`config.mk`:
```
export PLATFORM = sky130hd
export DESIGN_NAME = stdp_weight_update_engine
export DESIGN_NICKNAME = d
export VERILOG_FILES = /design/src/rtl/stdp_weight_update_engine_pkg.sv /design/src/rtl/stdp_weight_update_engine_delta_pipe.sv /design/src/rtl/stdp_weight_update_engine.sv
export SDC_FILE = /design/constraint.sdc
export NUM_CORES = 2
export LEC_CHECK = 0
export ABC_AREA = 1
export BUFFER_PORTS_ARGS = -buffer_cell sky130_fd_sc_hd__buf_2
export CORE_MARGIN = 3
export CORE_UTILIZATION = 55
export DETAILED_ROUTE_END_ITERATION = 16
export MAX_ROUTING_LAYER = met4
export PLACE_DENSITY = 0.72
export SETUP_SLACK_MARGIN = 0.05
export SYNTH_ARGS = -nofsm -noshare
export SYNTH_HDL_FRONTEND = slang
export SYNTH_SLANG_ARGS = --single-unit
```
`constraint.sdc`:
```
create_clock -name clk -period 14.2 [get_ports clk]
set_clock_uncertainty 0.1 [all_clocks]
set_input_delay 1.42 -clock clk [delete_from_list [all_inputs] [get_ports clk]]
set_output_delay 1.42 -clock clk [all_outputs]
set_load 0.05 [all_outputs]
```
`src/rtl/stdp_weight_update_engine_pkg.sv`:
```
// Shared constants and FSM state encoding for the STDP weight-update engine.
// Weight constants are Q12 fixed point (4096 = 1.0).
package stdp_weight_update_engine_pkg;

    localparam int W_DEF    = 24;
    localparam int WMAX_Q12 = 6144;
    localparam int WMIN_Q12 = -4915;

    typedef enum logic [1:0] {
        ST_IDLE,
        ST_READ,
        ST_DRAIN,
        ST_DONE
    } stdp_state_t;

endpackage

```
`src/rtl/stdp_weight_update_engine_delta_pipe.sv`:
```
// Three-stage STDP arithmetic: diff to bound, diff*delta, shifted step applied to w_old; addr/valid ride alongside.
// Latency 3 cycles from in_vld to out_vld, no backpressure; saturation to [WMIN,WMAX] when STDP_WCLAMP_EN is defined.
module stdp_weight_update_engine_delta_pipe #(
    parameter int W    = 24,
    parameter int AW   = 10,
    parameter int FRAC = 8,
    parameter int WMAX = 6144,
    parameter int WMIN = -4915
) (
    input  logic                 clk,
    input  logic                 rst,
    input  logic                 in_vld,
    input  logic [AW-1:0]        in_addr,
    input  logic signed [W-1:0]  in_w,
    input  logic                 dir,
    input  logic [W-1:0]         del_w_plus,
    input  logic [W-1:0]         del_w_minus,
    output logic                 out_vld,
    output logic [AW-1:0]        out_addr,
    output logic signed [W-1:0]  out_data
);

    localparam logic signed [W:0]   WMAX_X = (W+1)'(WMAX);
    localparam logic signed [W:0]   WMIN_X = (W+1)'(WMIN);
    localparam logic signed [W+1:0] WMAX_N = (W+2)'(WMAX);
    localparam logic signed [W+1:0] WMIN_N = (W+2)'(WMIN);

    logic signed [W:0]     w_ext;
    logic signed [W:0]     diff_c;
    logic signed [W:0]     delta_x;
    logic signed [2*W+1:0] prod_c;
    logic signed [2*W:0]   step_c;
    logic signed [W+1:0]   w2_ext;
    logic signed [W+1:0]   new_c;
    logic signed [W-1:0]   red_c;

    logic                v1, v2;
    logic [AW-1:0]       a1, a2;
    logic signed [W-1:0] w1, w2;
    logic signed [W:0]   diff1;
    logic signed [2*W:0] prod2;

    assign w_ext   = {in_w[W-1], in_w};
    assign diff_c  = dir ? (WMAX_X - w_ext) : (w_ext - WMIN_X);
    assign delta_x = {1'b0, (dir ? del_w_minus : del_w_plus)};
    assign prod_c  = $signed({{(W+1){diff1[W]}}, diff1}) * $signed({{(W+1){delta_x[W]}}, delta_x});
    assign step_c  = prod2 >>> FRAC;
    assign w2_ext  = {{2{w2[W-1]}}, w2};
    assign new_c   = dir ? (w2_ext + $signed(step_c[W+1:0])) : (w2_ext - $signed(step_c[W+1:0]));

    always_comb begin
        red_c = new_c[W-1:0];
`ifdef STDP_WCLAMP_EN
        if (new_c > WMAX_N) begin
            red_c = WMAX_N[W-1:0];
        end else if (new_c < WMIN_N) begin
            red_c = WMIN_N[W-1:0];
        end
`endif
    end

    always_ff @(posedge clk) begin
        if (rst) begin
            v1       <= 1'b0;
            v2       <= 1'b0;
            out_vld  <= 1'b0;
            a1       <= '0;
            a2       <= '0;
            out_addr <= '0;
            w1       <= '0;
            w2       <= '0;
            diff1    <= '0;
            prod2    <= '0;
            out_data <= '0;
        end else begin
            v1       <= in_vld;
            a1       <= in_addr;
            w1       <= in_w;
            diff1    <= diff_c;
            v2       <= v1;
            a2       <= a1;
            w2       <= w1;
            prod2    <= prod_c[2*W:0];
            out_vld  <= v2;
            out_addr <= a2;
            out_data <= red_c;
        end
    end

endmodule

```
`src/rtl/stdp_weight_update_engine.sv`:
```
// STDP sweep over one weight column: reads 0..N_SYN-1 one per cycle, writes updated weight 4 cycles later, done at N_SYN+5.
// No backpressure; start is dropped while busy. Define STDP_WCLAMP_EN to saturate written weights to [WMIN,WMAX].
module stdp_weight_update_engine
    import stdp_weight_update_engine_pkg::*;
#(
    parameter int W     = W_DEF,
    parameter int N_SYN = 784,
    parameter int AW    = 10,
    parameter int FRAC  = 8,
    parameter int WMAX  = WMAX_Q12,
    parameter int WMIN  = WMIN_Q12
) (
    input  logic                 clk,
    input  logic                 rst,
    input  logic                 start,
    input  logic                 dir,
    input  logic [W-1:0]         del_w_plus,
    input  logic [W-1:0]         del_w_minus,
    input  logic signed [W-1:0]  rd_data,
    output logic [AW-1:0]        rd_addr,
    output logic                 rd_en,
    output logic [AW-1:0]        wr_addr,
    output logic signed [W-1:0]  wr_data,
    output logic                 wr_en,
    output logic                 busy,
    output logic                 done
);

    localparam logic [AW-1:0] LAST = AW'(N_SYN - 1);

    stdp_state_t   state, state_nxt;
    logic [AW-1:0] cnt;
    logic          dir_q;
    logic [W-1:0]  dplus_q, dminus_q;
    logic          rd_vld_q;
    logic [AW-1:0] rd_addr_q;

    assign rd_en   = (state == ST_READ);
    assign rd_addr = cnt;
    assign busy    = (state != ST_IDLE);
    assign done    = (state == ST_DONE);

    always_comb begin
        state_nxt = state;
        case (state)
            ST_IDLE:  if (start) state_nxt = ST_READ;
            ST_READ:  if (cnt == LAST) state_nxt = ST_DRAIN;
            // The last write leaving the pipe ends the sweep.
            ST_DRAIN: if (wr_en && (wr_addr == LAST)) state_nxt = ST_DONE;
            ST_DONE:  state_nxt = ST_IDLE;
            default:  state_nxt = ST_IDLE;
        endcase
    end

    always_ff @(posedge clk) begin
        if (rst) begin
            state     <= ST_IDLE;
            cnt       <= '0;
            dir_q     <= 1'b0;
            dplus_q   <= '0;
            dminus_q  <= '0;
            rd_vld_q  <= 1'b0;
            rd_addr_q <= '0;
        end else begin
            state     <= state_nxt;
            rd_vld_q  <= rd_en;
            rd_addr_q <= rd_addr;
            if ((state == ST_IDLE) && start) begin
                dir_q    <= dir;
                dplus_q  <= del_w_plus;
                dminus_q <= del_w_minus;
            end
            if (state == ST_READ) begin
                cnt <= (cnt == LAST) ? '0 : cnt + AW'(1);
            end
        end
    end

    stdp_weight_update_engine_delta_pipe #(
        .W    (W),
        .AW   (AW),
        .FRAC (FRAC),
        .WMAX (WMAX),
        .WMIN (WMIN)
    ) u_pipe (
        .clk         (clk),
        .rst         (rst),
        .in_vld      (rd_vld_q),
        .in_addr     (rd_addr_q),
        .in_w        (rd_data),
        .dir         (dir_q),
        .del_w_plus  (dplus_q),
        .del_w_minus (dminus_q),
        .out_vld     (wr_en),
        .out_addr    (wr_addr),
        .out_data    (wr_data)
    );

endmodule

```
---- Word-level counts from Yosys, hierarchy flattened ----
Index checks and enable logic that the tools add are counted.
cells by class
  add/sub/neg operators ................... 5
  $mul .................................... 1
  eq/ne operators ......................... 8
  multiplexer cells ....................... 8
  reductions and logical operators ........ 5
operators by type and width
  kind                      number
  $mux W24                  2
  $mul A25 B25 Y32          1
  $mux W25                  1
  $sub A14 B24 Y25 const A  1
  $sub A24 B14 Y25 const B  1
  $add A24 B24 Y24          1
  $sub A24 B24 Y24          1
  $eq A10 B10 Y1 const B    2
  $add A10 B1 Y10 const B   1
  $mux W10                  1
  $pmux W2 S4               1
  $mux W2                   3
  $eq A2 B2 Y1 const B      2
  $ne A2 B2 Y1 const B      2
  $reduce_and A3 Y1         1
  $eq A2 B1 Y1 const B      1
  $logic_and A1 B1 Y1       2
  $logic_not A2 Y1          1
  $ne A2 B1 Y1 const B      1
  $reduce_bool A2 Y1        1
storage, ports and cells
  flip-flop bits (word level) ............. 234
  input bits .............................. 76
  output and inout port bits .............. 48
  word-level logic and storage cells ...... 45

---- Depth between registers and ports, before layout ----
  depth after elaboration ................. 4
  mapped depth ............................ 33

---- Modules after synthesis ----
Synthesis repeated with hierarchy kept, for this count alone.
unflattened totals
  cells, all modules ...................... 3162
  area total of the unflattened synthesis .. 24188.2 µm²
by module, submodules not included
  module                                instances  cells an instance  area each (µm²)  sequential area each (µm²)
  stdp_weight_update_engine_delta_pipe  1          2808               21481.9          3083.0
  stdp_weight_update_engine             1          354                2706.3           1441.4

---- Worst setup path after synthesis ----
Ideal clock, no wire load.
  path type ............................... reg-to-reg
  start ................................... register dir_q
  end ..................................... register u_pipe.prod2[30]
  setup time .............................. 115 ps
  data arrival time ....................... 6512 ps
  data required time ...................... 13985 ps
  setup slack ............................. 7473 ps
  stages on the path, launching flop included .. 28
  buffers on the path ..................... 3
  cells stage by stage .................... dfxtp_1 > inv_2 > buf_2 > clkbuf_1 > or2_2 > nand2_1 > inv_1 > clkbuf_1 > nand2_1 > fa_1 > fa_1 > fa_1 > fa_1 > inv_1 > fa_1 > fa_1 > inv_1 > fa_1 > inv_1 > ha_1 > a21oi_1 > inv_1 > a31oi_1 > nor2_1 > a2111oi_0 > nand3_1 > nand2_1 > nor2_1
on the way
  word-level cells in the longest chain between the ends .. 2
ends and longest elaborated chain
  what                    RTL line                                    source
  from (decl)             stdp_weight_update_engine.sv:33             logic dir_q;
  from (signal assigned)  stdp_weight_update_engine.sv:69             dir_q <= dir;
  $mux W24                stdp_weight_update_engine_delta_pipe.sv:45  assign delta_x = {1'b0, (dir ? del_w_minus : del_w_plus)};
  $mul A25 B25 Y32        stdp_weight_update_engine_delta_pipe.sv:46  assign prod_c = $signed({{(W+1){diff1[W]}}, diff1}) * $signed({{(W+1){delta_x[W]}}, delta_x});
  to (signal assigned)    stdp_weight_update_engine_delta_pipe.sv:83  prod2 <= prod_c[2*W:0];
  to (decl)               stdp_weight_update_engine_delta_pipe.sv:41  logic signed [2*W:0] prod2;
No other way between the ends.
A chain may end at the register's enable or synchronous reset.

---- Final worst setup path ----
Ends and elaborated chain as after synthesis.

==> impl_metrics.env <==
export IMPL_outcome="completed"
export IMPL_io_buffers=123
export IMPL_drtAntennaViolNets=0
export IMPL_synthDistinctLibCells=53
export IMPL_syn_inst=3131
export IMPL_crit_type="register to register"
export IMPL_hold_buffers=0
export IMPL_htreeDepth=1
export IMPL_cts_tree="yes"
export IMPL_grt_pass1_vias=20800
export IMPL_root_buffer="clkbuf_16"
export IMPL_hold_viol=0
export IMPL_synth_edf_count=0
export IMPL_nets=3783
export IMPL_setup_viol=0
export IMPL_remaining_drc_errors=0
export IMPL_syn2layout_area_growth_pct=7.49
export IMPL_vias_per_cell=5.38
export IMPL_ys_top_cells_by_count="709 x inv_1, 505 x nand2_1, 496 x nor2_1"
export IMPL_worstPathMaxFanout=59
export IMPL_yosysSeqAreaShare_pct=18.8
export IMPL_drive_gt1_share_pct=7.12
export IMPL_dr_pass1_iters=5
export IMPL_drt_iter0_markers=1482
export IMPL_yosysMostFrequentCell="inv_1"
export IMPL_grt_overflow=0
export IMPL_maxSlewViolCount=0
export IMPL_gp_congestion=0.955
export IMPL_min_period_over_period_pct=57.8
export IMPL_synth_nets=3724
export IMPL_hold_slack_ns=0.273
export IMPL_drt_wl_total_um=68700
export IMPL_die_area_um2=46300
export IMPL_dp_hpwl_um=55300
export IMPL_yosysWarnings=0
export IMPL_required_ns=14.54
export IMPL_critPathLaunchType="register"
export IMPL_synth_area_leaders="fa_1 32%, dfxtp_1 19%, inv_1 11%"
export IMPL_grtUsageTotal_pct=30.8
export IMPL_cp_end_kind="register"
export IMPL_io_pins=124
export IMPL_syn_avg_cell_area_um2=7.69
export IMPL_worst_slew_margin_rel_pct=32.5
export IMPL_coreArea_um2=43200
export IMPL_hold_class="register to register"
export IMPL_numClockSinks=226
export IMPL_syn_area_um2=24100
export IMPL_period_needed_ns=8.20
export IMPL_die_w_um=215
export IMPL_cp_arrival_ns=8.55
export IMPL_fin_setup_tns_ns=0
export IMPL_start_util_pct=55.8
export IMPL_synth_async_reset_ratio_pct=0
export IMPL_synth_top_area_share_pct=31.9
export IMPL_drt_wirelength_per_cell_um=18.1
export IMPL_rsz0062_at_grt="false"
export IMPL_die_h_um=215
export IMPL_grt_max_degree=81
export IMPL_grt_first_pass_wirelength_um=110000
export IMPL_vias=20400
export IMPL_yosys_area_top_type="fa_1"
export IMPL_insertion_delay_ns=0.55
export IMPL_ys_flop_type="dfxtp_1"
export IMPL_clkTransAtPathRegs_ns=0.07
export IMPL_timing_fmax_mhz=122
export IMPL_post_cts_buffers=0
export IMPL_clockBufferDepth=3
export IMPL_cts_repair_resized=0
export IMPL_ys_seq_elements=226
export IMPL_worstMarginPinSlew_ns=1.01
export IMPL_antenna_found_initial=5
export IMPL_rows=76
export IMPL_maxCapViolations=0
export IMPL_numCtsBuffers=22
layout by cell type (no fill, tap or decap), drive strengths merged, types with 3 or more instances in the layout:
| master | netlist | layout |
|---|---|---|
| inv | 715 | 715 |
| nand2 | 520 | 520 |
| nor2 | 498 | 498 |
| fa | 384 | 384 |
| dfxtp | 226 | 226 |
| a21oi | 158 | 158 |
| o21ai | 143 | 143 |
| buf | 16 | 138 |
| ha | 133 | 133 |
| nand3 | 72 | 72 |
| xor2 | 34 | 34 |
| clkbuf | 87 | 26 |
| nor3 | 21 | 21 |
| o21a | 18 | 18 |
| clkinv | 11 | 18 |
| or2 | 13 | 13 |
| nor4 | 13 | 13 |
| nand4 | 11 | 11 |
| xnor2 | 11 | 11 |
| o31ai | 8 | 8 |
| a31oi | 7 | 7 |
| diode | 0 | 6 |
| o211ai | 6 | 6 |
| a21o | 5 | 5 |
| nand3b | 4 | 4 |
| clkinvlp | 0 | 3 |
per-layer routing:
metal,track usage (%),share of wire (%)
met1,38.1,40
met2,51.3,49
met3,5.47,7.8
met4,10.6,3.9
met5,-,0
worst paths after layout:
| path | from | to | slack [ns] | cells past startpoint |
|---|---|---|---|---|
| setup / recovery | dir_q$_SDFFE_PP0P_ | u_pipe.prod2[30]$_SDFF_PP0_ | 6.00 | 26 |
| hold / removal | u_pipe.a2[8]$_SDFF_PP0_ | u_pipe.out_addr[8]$_SDFF_PP0_ | 0.27 | 2 |
| setup reg to reg | dir_q$_SDFFE_PP0P_ | u_pipe.prod2[30]$_SDFF_PP0_ | 6.00 | 26 |
| hold reg to reg | u_pipe.a2[8]$_SDFF_PP0_ | u_pipe.out_addr[8]$_SDFF_PP0_ | 0.27 | 2 |
state kept, by name, summed over array words and instances (netlist names), 10 cells and up:
register	flops
dminus_q	24
dplus_q	24
rd_addr	10
rd_addr_q	10
u_pipe.a1	10
u_pipe.a2	10
u_pipe.diff1	25
u_pipe.out_addr	10
u_pipe.out_data	24
u_pipe.prod2	24
u_pipe.w1	24
u_pipe.w2	24
metrics by stage:
stage / instance area [µm²] / worst slack (ns) / util [%] / std cells
2_1_floorplan: 24100 / 7.47 / - / 3131
3_3_place_gp: 25100 / 6.22 / 58.2 / 3751
3_5_place_dp: 25100 / 6.01 / 58.2 / 3751
4_1_cts: 25900 / 6.03 / 59.9 / 3789
5_1_grt: 25900 / 5.53 / 59.9 / 3794
6_report: 25900 / 6.00 / 59.9 / 3795
final cells by class:
type                    instances  area [µm²]
well taps                     585         732
fillers                      4067       17300
clock buffers                  26         596
clock inverters                12         154
repair buffers                138         731
flip-flops and latches        226        4530
inverters                     726        2730
diodes                          6        15.0
multi-input cells            2076       16400
cell families (layout without fill, tap and decap cells):
kind of cell / Yosys count / count (layout) / share of synthesized area, %
other: 0 / 6 / 0
and+or+nand+nor: 1154 / 1154 / 19.3
adders and majority gates: 517 / 517 / 38.8
buffers and inverters: 829 / 902 / 13.1
DFF: 226 / 226 / 18.8
xor gates and xnor gates: 45 / 45 / 1.64
AOI/OAI and AO/OA: 360 / 360 / 8.29
worst max-delay path, cell delays in order, from the launching register on:
cell,delay [ns]
dfxtp_2,0.31
buf_4,0.51
inv_2,0.21
buf_4,0.34
or2_2,0.34
nand2_1,0.27
clkinv_1,0.54
nand2_1,0.27
fa_1,0.44
fa_1,0.48
fa_1,0.47
fa_1,0.54
inv_1,0.05
fa_1,0.44
fa_1,0.54
inv_1,0.06
fa_1,0.47
inv_1,0.04
ha_1,0.36
a21oi_1,0.18
inv_1,0.07
a31oi_1,0.29
nor2_1,0.09
a2111oi_0,0.44
nand3_1,0.14
nand2_1,0.08
nor2_1,0.04
Power is left out: the tool's default activity adds up to more than one toggle a clock period on the data nets, which glitch-free logic cannot reach.
